--- src/rtl/conv_io_pkg.sv ---
`default_nettype none
// ============================================================================
// Module      : conv_io_pkg
// Description : Shared types for the convolution input unit (FSM states,
//               PE beat format, prefetch FIFO entry).
// Revision    : 1.0 - initial release
// ============================================================================
package conv_io_pkg;

    localparam int BEAT_W = 49;

    typedef enum logic [1:0] {
        IDLE   = 2'd0,
        FETCH  = 2'd1,
        DRAIN  = 2'd2,
        FINISH = 2'd3
    } state_t;

    typedef struct packed {
        logic        last;
        logic [31:0] addr;
        logic [15:0] data;
    } beat_t;

    // npix is 1 or 2; addr is the halfword address of the first pixel taken
    typedef struct packed {
        logic [31:0] word;
        logic [31:0] addr;
        logic [1:0]  npix;
        logic        last;
    } fifo_entry_t;

    localparam int ENTRY_W = $bits(fifo_entry_t);

endpackage
`default_nettype wire

--- src/rtl/conv_in_fifo.sv ---
`default_nettype none
// ============================================================================
// Module      : conv_in_fifo
// Description : Single-push/single-pop register FIFO exposing its fill count.
// Revision    : 1.0 - initial release
// ============================================================================
module conv_in_fifo #(
    parameter  int DEPTH = 4,
    parameter  int WIDTH = 8,
    localparam int AW    = $clog2(DEPTH),
    localparam int CW    = AW + 1
) (
    input  logic             clk,
    input  logic             rst,
    input  logic             push,
    input  logic [WIDTH-1:0] push_data,
    input  logic             pop,
    output logic [WIDTH-1:0] head,
    output logic [CW-1:0]    count
);

    logic [WIDTH-1:0] r_mem [DEPTH];
    logic [AW-1:0]    r_wr_ptr;
    logic [AW-1:0]    r_rd_ptr;
    logic [CW-1:0]    r_count;

    always_ff @(posedge clk) begin
        if (push) begin
            r_mem[r_wr_ptr] <= push_data;
        end
    end

    always_ff @(posedge clk) begin
        if (rst) begin
            r_wr_ptr <= '0;
            r_rd_ptr <= '0;
            r_count  <= '0;
        end else begin
            if (push) begin
                r_wr_ptr <= r_wr_ptr + AW'(1);
            end
            if (pop) begin
                r_rd_ptr <= r_rd_ptr + AW'(1);
            end
            r_count <= r_count + CW'(push) - CW'(pop);
        end
    end

    assign head  = r_mem[r_rd_ptr];
    assign count = r_count;

endmodule
`default_nettype wire

--- src/rtl/conv_input_unit.sv ---
`default_nettype none
// ============================================================================
// Module      : conv_input_unit
// Description : Fetches a feature-map tile from 32-bit SRAM and streams 16-bit
//               pixels as {LAST, ADDR, DATA} beats. Optional macro
//               CONV_IN_PERF_CNT_EN adds the STALL_CYCLES counter output.
// Revision    : 1.0 - initial release
// ============================================================================
module conv_input_unit
    import conv_io_pkg::*;
#(
    parameter int FIFO_DEPTH = 4,
    parameter int ADDR_W     = 17
) (
    input  logic              clk,
    input  logic              rst,
    input  logic              START,
    input  logic [31:0]       BASE_ADDR,
    input  logic [11:0]       ROW_LEN,
    input  logic [11:0]       ROW_CNT,
    input  logic [15:0]       ROW_STRIDE,
    output logic [ADDR_W-1:0] IADDR,
    output logic              IREAD,
    input  logic [31:0]       IRDATA,
    input  logic              STALL,
    output logic              input_valid,
    output logic [BEAT_W-1:0] input_value,
    output logic              BUSY,
    output logic              INPUTS_FINISH
`ifdef CONV_IN_PERF_CNT_EN
    ,
    output logic [31:0]       STALL_CYCLES
`endif
);

    localparam int CW = $clog2(FIFO_DEPTH) + 1;

    state_t      r_state;
    state_t      w_next_state;

    logic [11:0] r_row_len;
    logic [11:0] r_row_cnt;
    logic [15:0] r_stride;
    logic [31:0] r_row_base;
    logic [11:0] r_col;
    logic [11:0] r_row;

    logic        r_pending;
    logic [31:0] r_pend_addr;
    logic [1:0]  r_pend_npix;
    logic        r_pend_last;
    logic        r_sub;

    logic              w_start_ok;
    logic              w_zero_tile;
    logic [31:0]       w_cur;
    logic [11:0]       w_remain;
    logic [1:0]        w_npix;
    logic              w_row_end;
    logic              w_last_read;
    logic [CW-1:0]     w_occ;
    logic              w_rd;
    logic [CW-1:0]     w_fifo_count;
    logic [ENTRY_W-1:0] w_fifo_head;
    fifo_entry_t       w_head;
    fifo_entry_t       w_push_entry;
    logic              w_valid;
    logic              w_final_pix;
    logic              w_xfer;
    logic              w_pop;
    logic              w_last_xfer;
    beat_t             w_beat;
    logic              w_unused;

    assign w_start_ok  = (r_state == IDLE) && START;
    assign w_zero_tile = (ROW_LEN == 12'd0) || (ROW_CNT == 12'd0);

    // An odd start takes only the upper half; words never straddle rows
    assign w_cur       = r_row_base + {20'd0, r_col};
    assign w_remain    = r_row_len - r_col;
    assign w_npix      = (w_cur[0] || (w_remain < 12'd2)) ? 2'd1 : 2'd2;
    assign w_row_end   = (r_col + {10'd0, w_npix}) == r_row_len;
    assign w_last_read = w_row_end && (r_row == (r_row_cnt - 12'd1));
    assign w_occ       = w_fifo_count + {{(CW-1){1'b0}}, r_pending};
    assign w_rd        = (r_state == FETCH) && (w_occ < CW'(FIFO_DEPTH));
    assign w_unused    = ^w_cur[31:ADDR_W+1];

    always_ff @(posedge clk) begin
        if (rst) begin
            r_row_len  <= '0;
            r_row_cnt  <= '0;
            r_stride   <= '0;
            r_row_base <= '0;
            r_col      <= '0;
            r_row      <= '0;
        end else if (w_start_ok) begin
            r_row_len  <= ROW_LEN;
            r_row_cnt  <= ROW_CNT;
            r_stride   <= ROW_STRIDE;
            r_row_base <= BASE_ADDR;
            r_col      <= '0;
            r_row      <= '0;
        end else if (w_rd) begin
            if (w_row_end) begin
                r_col      <= '0;
                r_row_base <= r_row_base + {16'd0, r_stride};
                r_row      <= r_row + 12'd1;
            end else begin
                r_col <= r_col + {10'd0, w_npix};
            end
        end
    end

    always_ff @(posedge clk) begin
        if (rst) begin
            r_pending   <= 1'b0;
            r_pend_addr <= '0;
            r_pend_npix <= '0;
            r_pend_last <= 1'b0;
        end else begin
            r_pending <= w_rd;
            if (w_rd) begin
                r_pend_addr <= w_cur;
                r_pend_npix <= w_npix;
                r_pend_last <= w_last_read;
            end
        end
    end

    assign w_push_entry = '{word: IRDATA, addr: r_pend_addr,
                            npix: r_pend_npix, last: r_pend_last};

    conv_in_fifo #(
        .DEPTH (FIFO_DEPTH),
        .WIDTH (ENTRY_W)
    ) u_fifo (
        .clk       (clk),
        .rst       (rst),
        .push      (r_pending),
        .push_data (w_push_entry),
        .pop       (w_pop),
        .head      (w_fifo_head),
        .count     (w_fifo_count)
    );

    assign w_head      = fifo_entry_t'(w_fifo_head);
    assign w_valid     = (w_fifo_count != '0);
    assign w_final_pix = (w_head.npix == 2'd1) || r_sub;
    assign w_xfer      = w_valid && !STALL;
    assign w_pop       = w_xfer && w_final_pix;
    assign w_last_xfer = w_pop && w_head.last;

    assign w_beat.addr = w_head.addr + {31'd0, r_sub};
    assign w_beat.data = w_beat.addr[0] ? w_head.word[31:16] : w_head.word[15:0];
    assign w_beat.last = w_head.last && w_final_pix;

    // r_sub selects the second pixel of a two-pixel entry
    always_ff @(posedge clk) begin
        if (rst) begin
            r_sub <= 1'b0;
        end else if (w_xfer) begin
            r_sub <= !w_final_pix;
        end
    end

    always_ff @(posedge clk) begin
        if (rst) begin
            r_state <= IDLE;
        end else begin
            r_state <= w_next_state;
        end
    end

    always_comb begin
        w_next_state = r_state;
        case (r_state)
            IDLE: begin
                if (START) begin
                    w_next_state = w_zero_tile ? FINISH : FETCH;
                end
            end
            FETCH: begin
                if (w_rd && w_last_read) begin
                    w_next_state = DRAIN;
                end
            end
            DRAIN: begin
                if (w_last_xfer && !r_pending && (w_fifo_count == CW'(1))) begin
                    w_next_state = FINISH;
                end
            end
            FINISH: begin
                w_next_state = IDLE;
            end
            default: begin
                w_next_state = IDLE;
            end
        endcase
    end

    always_comb begin
        IREAD         = w_rd;
        IADDR         = w_cur[ADDR_W:1];
        input_valid   = w_valid;
        input_value   = w_valid ? w_beat : '0;
        BUSY          = (r_state != IDLE) || w_start_ok;
        INPUTS_FINISH = (r_state == FINISH);
    end

`ifdef CONV_IN_PERF_CNT_EN
    logic [31:0] r_stall_cycles;

    always_ff @(posedge clk) begin
        if (rst || w_start_ok) begin
            r_stall_cycles <= '0;
        end else if (w_valid && STALL && (r_stall_cycles != 32'hFFFF_FFFF)) begin
            r_stall_cycles <= r_stall_cycles + 32'd1;
        end
    end

    assign STALL_CYCLES = r_stall_cycles;
`endif

endmodule
`default_nettype wire

--- config.mk ---
export PLATFORM = sky130hd
export DESIGN_NAME = conv_input_unit
export DESIGN_NICKNAME = d
export VERILOG_FILES = /design/src/rtl/conv_io_pkg.sv /design/src/rtl/conv_in_fifo.sv /design/src/rtl/conv_input_unit.sv
export SDC_FILE = /design/constraint.sdc
export NUM_CORES = 1
export LEC_CHECK = 0
export CORE_MARGIN = 8
export CORE_UTILIZATION = 63
export CTS_CLUSTER_SIZE = 10
export DETAILED_ROUTE_END_ITERATION = 8
export PLACE_DENSITY_LB_ADDON = 0.15
export REMOVE_ABC_BUFFERS = 1
export SYNTH_ARGS = -nofsm -noshare
export SYNTH_HDL_FRONTEND = slang
export SYNTH_SLANG_ARGS = --single-unit
--- constraint.sdc ---
create_clock -name clk -period 10.2 [get_ports clk]
set_clock_uncertainty 0.15 [all_clocks]
set_input_delay 2.04 -clock clk [delete_from_list [all_inputs] [get_ports clk]]
set_output_delay 2.04 -clock clk [all_outputs]
set_load 0.005 [all_outputs]
Yosys cells after proc, flatten, opt, wreduce, memory -nomap -nowiden
Memories as Yosys holds them, arrays and structs flattened. A register that Yosys moved wholly into a read port is not among the register bits.
Index checks and enable logic that the tools add are counted.
- bits in writable memories: 268
- memories kept: 1
- output and inout port bits: 70
- memory bits (read-only): 0
- bits in registers: 142
- latch bits: 0
- reduce and logical (&&, ||, !) cells: 28
- bitwise gates (word level): 0
- mux-type cells: 16
- shifts and indexed selects: 0
- $lt $le $gt $ge: 2
- $add $sub $neg: 11
- equality and inequality tests: 10
- div/mod/pow operators: 0
- multiply operators: 0
- memories (memory ; depth ; bits a word ; read ports ; clocked after Yosys merged registers in ; wr ports ; RTL line ; RTL):
    u_fifo.r_mem ; 4 ; 67 ; 1 ; 1 ; 1 ; conv_in_fifo.sv:22 ; logic [WIDTH-1:0] r_mem [DEPTH];
- operator list (cell ; count):
    $mux 32 ; 3
    $mux 49 ; 1
    $add 32x1->32 ; 1
    $add 32x12->32 ; 1
    $add 32x16->32 ; 1
    $eq 12x12->1 ; 2
    $logic_not 12->1 ; 2
    $mux 16 ; 1
    $mux 2 ; 7
    $add 12x1->12 const B ; 1
    $add 12x2->12 ; 1
    $lt 12x2->1 const B ; 1
    $mux 12 ; 1
    $sub 12x1->12 const B ; 1
    $sub 12x12->12 ; 1
    $logic_and 1x1->1 ; 10
    $pmux 2 s4 ; 1
    $reduce_bool 2->1 ; 3
    $add 2x1->2 const B ; 2
    $eq 2x1->1 const B ; 2
    $eq 2x2->1 const B ; 2
    $logic_or 1x1->1 ; 4
    $ne 2x2->1 const B ; 2
    $reduce_and 2->1 ; 2
    other kinds (11) ; 14

Depth between registers and ports, before layout
- depth in word-level cells: 10
- depth in mapped cells: 22

Hierarchy
A second synthesis with hierarchy kept.
- cells, all modules: 1623
- area, all modules: 19424.9 um^2
- by module, submodules not included (module ; sequential area each (um^2) ; cells each ; area each (um^2) ; instances):
    conv_in_fifo ; 8227.9 ; 390 ; 10129.7 ; 1
    conv_input_unit ; 2702.6 ; 1233 ; 9295.2 ; 1

Least setup slack after synthesis
Ideal clock, no wire load.
- path kind: reg-to-output
- start point: reg (tool-made name)
- end point: out input_value[10]
- arrival: 3.440 ns
- slack: 4.570 ns
- buffers on the path: 8
- stages on the path, launching flop included: 13
- cell sequence: dfxtp_1 buf_6 buf_6 buf_6 buf_6 buf_2 buf_2 mux4_2 ha_1 clkbuf_1 clkbuf_1 mux2i_1 nor2_1
- RTL lines (what ; RTL line ; RTL):
    end, declared ; conv_input_unit.sv:27 ; output logic [BEAT_W-1:0] input_value,

==> results.toml <==
[sta]
fin_setup_tns_ns = 0
slew_headroom_pct = 29.4
hold_viol = 0
drv_slew = 0
timing.final.crit_period_ns = 6.31
setup_viol = 0
rsz0062_at_grt = "no"
fin_crit_sh_pct = 61.9
fmax_mhz = 158
tightest_slew_ns = 1.06

[worst_setup_path]
r2r_slack_ns = 4.00
reg2reg_depth = 19
critPathKind = "reg2out"
endpoint_kind = "primary output"
cp.arrival_ns = 4.12
r2r-start = "r_col[2]"
regToRegEndpoint = "r_row[11]"
crit_fanout = 33
start_kind = "flip-flop"
worstPathRequired_ns = 8.01

[cells_and_area]
drive_gt1_share_pct = 9.52
diodes = 0
final_core_util_pct = 74.1
fillCellCount = 2123
layout.nets = 2012
instances_no_fill = 2271
syn_to_final_growth_pct = 16.7

[placed_design]
io_buffers = 177
dp_cells = 2195
gp_congestion = 0.959
dp_hpwl_mm = 30.7

[routing]
wl_per_cell_um = 20.8
via_per_inst = 6.17
drtIter0Drc = 940
num_vias = 14000
routed_wirelength_mm = 47.2
drc = 0
ant_nets = 0
dr.pass1.iters = 5

[global_routing]
grt_pass1_wl_mm = 75.1
grt_pass1_vias = 13900
met3_usage_pct = 4.13
use_met2_pct = 42.0
grt_remaining_overflow = 0
antenna_found_initial = 1
grt_start_max_net_pins = 80
grtUsageMet1_pct = 32.2
track_usage_pct = 24.7
busiest_layer = "met2"

[floorplanning]
ioPinCount = 178
die_w_um = 194
core_area_mm2 = 0.0313
fp-row-count = 65
die_area_mm2 = 0.0375
start_util_pct = 63.5
die_height_um = 194

[cts]
tritoncts = "built"
clock_tree.root_cell = "clkbuf_16"
postCtsSetupBuffers = 0
cts_sinks = 412
clock_path_buffers = 3
cts_max_level = 2
clkSlewWorstSetupHoldPaths_ns = 0.06
cts_hold_buf = 0
clkLatencyLatePin_ns = 0.55
cts_resized = 0
cts_inserted_buffers = 48

[power_and_ir_drop]
combPwrFrac_pct = 28.4
seq_power_share_pct = 42.1
p_leak_uw = 0.00795
power.internal_uw = 3600
pwr-share-clk_pct = 29.5
swShare_pct = 31.3
p_per_area_mw_per_mm2 = 226
peakVddDrop_mv = 0.145
switchingPower_uw = 1640
power.total_uw = 5240

[synthesis]
yosys.area.top_type = "edfxtp_1"
ys_seq_area_share_pct = 54.9
synth_warnings = 0
synth_edf_count = 268
synth-async-reset-ratio_pct = 0
synth.avg_cell_area_um2 = 11.7
postSynthCellCount = 1697
synth-main-ff-cell = "edfxtp_1"
synth-seq-cells = 412
synth_top_area_share_pct = 40.5
netlist_area_mm2 = 0.0199
synth_top_cells_by_area = "edfxtp_1, dfxtp_1, mux4_2"
synth_cell_types = 81
synth.most_common_cell = "edfxtp_1"
synth_common_cells = "edfxtp_1, nand2_1, dfxtp_1"

[outcome]
outcome = "complete, no violations"

[run]
drv_cap = 0

[worst_hold_path]
hold_path_class = "reg2reg"
worstHoldPathCells = 2
hold_end = "r_stride[12]"
hold_start = "r_stride[12]"
-- how the worst max path moves through the flow --
stage	slack, ns	end	cells after the start	start
after floorplan	3.26	input_value[45]	9	flip-flop
after global placement	4.22	r_row[11]	19	r_col[2]
after detailed placement	4.04	r_row[11]	19	r_col[2]
after CTS	3.86	input_value[40]	10	flip-flop
after global routing	3.66	r_row_base[9]	20	r_col[2]
final	3.89	input_value[40]	10	flip-flop
-- layout by cell type (no fill, tap or decap), types with 9 or more instances in the layout --
| cell type | netlist | final |
|---|---|---|
| inv_1 | 49 | 49 |
| a21oi_1 | 130 | 130 |
| and3_1 | 20 | 20 |
| mux2i_1 | 31 | 31 |
| o21ai_0 | 80 | 80 |
| or3_1 | 19 | 19 |
| nor4_1 | 25 | 25 |
| clkdlybuf4s50_1 | 0 | 176 |
| xnor2_1 | 65 | 65 |
| buf_4 | 20 | 19 |
| nand2_1 | 183 | 182 |
| mux4_2 | 65 | 65 |
| dfxtp_1 | 144 | 142 |
| nor2b_1 | 10 | 10 |
| a21o_1 | 17 | 17 |
| a31oi_1 | 16 | 16 |
| edfxtp_1 | 268 | 268 |
| a211oi_1 | 18 | 18 |
| and2_1 | 17 | 12 |
| nand3_1 | 45 | 45 |
| xor2_1 | 35 | 35 |
| nor3_1 | 26 | 25 |
| o31ai_1 | 9 | 9 |
| nor2_1 | 106 | 106 |
| clkbuf_1 | 50 | 21 |
| clkbuf_16 | 0 | 49 |
| nand2b_1 | 14 | 14 |
| ha_1 | 57 | 57 |
| nand4_1 | 18 | 18 |
| o21a_1 | 10 | 10 |
-- routing by layer --
metal,wire length [um],part of all wire [%],vias up
met3,3080,6.5,92
li1,-,-,6622
met2,23000,49,538
met4,1250,2.7,2
met5,13,0.028,-
met1,19900,42,6748
-- cell type report --
class	count	area [um2]	share of cell area, %
clock buffer	71	1320	5.68
timing repair buffer	196	1910	8.23
inverter	50	188	0.809
sequential	412	10900	47.1
tap	402	503	2.17
clock inverter	5	88.8	0.383
multi-input combinational	1135	8270	35.6
-- stage by stage --
| step | cell area, um2 | hold slack (ns) | setup WS, ns |
|---|---|---|---|
| floorplan | 19400 | 0.285 | 3.26 |
| global placement | 21800 | 0.302 | 4.22 |
| detailed placement | 21800 | 0.305 | 4.04 |
| CTS | 23200 | 0.314 | 3.86 |
| global route | 23200 | 0.335 | 3.66 |
| finish | 23200 | 0.313 | 3.89 |
-- registers in the layout, summed over array words and instances, names as in the netlist, 3 cells and up, named ones only --
name / flops
u_fifo.count: 3
u_fifo.r_mem: 268
r_pend_addr: 32
r_col: 12
r_row_len: 12
r_row_base: 32
r_row_cnt: 12
r_row: 12
r_stride: 16
-- critical path, cell delays in order (launching register included) --
cell and delay (ns):
dfxtp_2 0.89, mux4_2 0.36, ha_1 0.17, ha_1 0.24, nand3_1 0.19, or2_1 0.40, nor2_2 0.30, nand3_1 0.14
xor2_1 0.17, nor2_1 0.14, clkdlybuf4s50_1 0.56
-- cells by family (layout without fill, tap and decap cells) --
group | Yosys count | in the layout | synth area share [%]
AO/OA/AOI/OAI | 350 | 350 | 11.1
XOR/XNOR | 100 | 100 | 4.40
multiplexers | 96 | 96 | 8.92
adder cells (fa/ha/maj) | 61 | 61 | 3.99
buffers and inverters | 150 | 322 | 3.57
AND/OR/NAND/NOR | 528 | 528 | 13.1
flip-flops | 412 | 412 | 54.9
-- power groups by stage --
stage | Clock [uW] | Combinational, uW | Sequential (uW)
2_1_floorplan | 0 | 947 | 2170
3_3_place_gp | 0 | 1440 | 2220
3_5_place_dp | 0 | 1480 | 2230
4_1_cts | 1570 | 1490 | 2210
5_1_grt | 1640 | 1640 | 2230
6_report | 1540 | 1490 | 2210
Power figures use the tool's default switching activity.
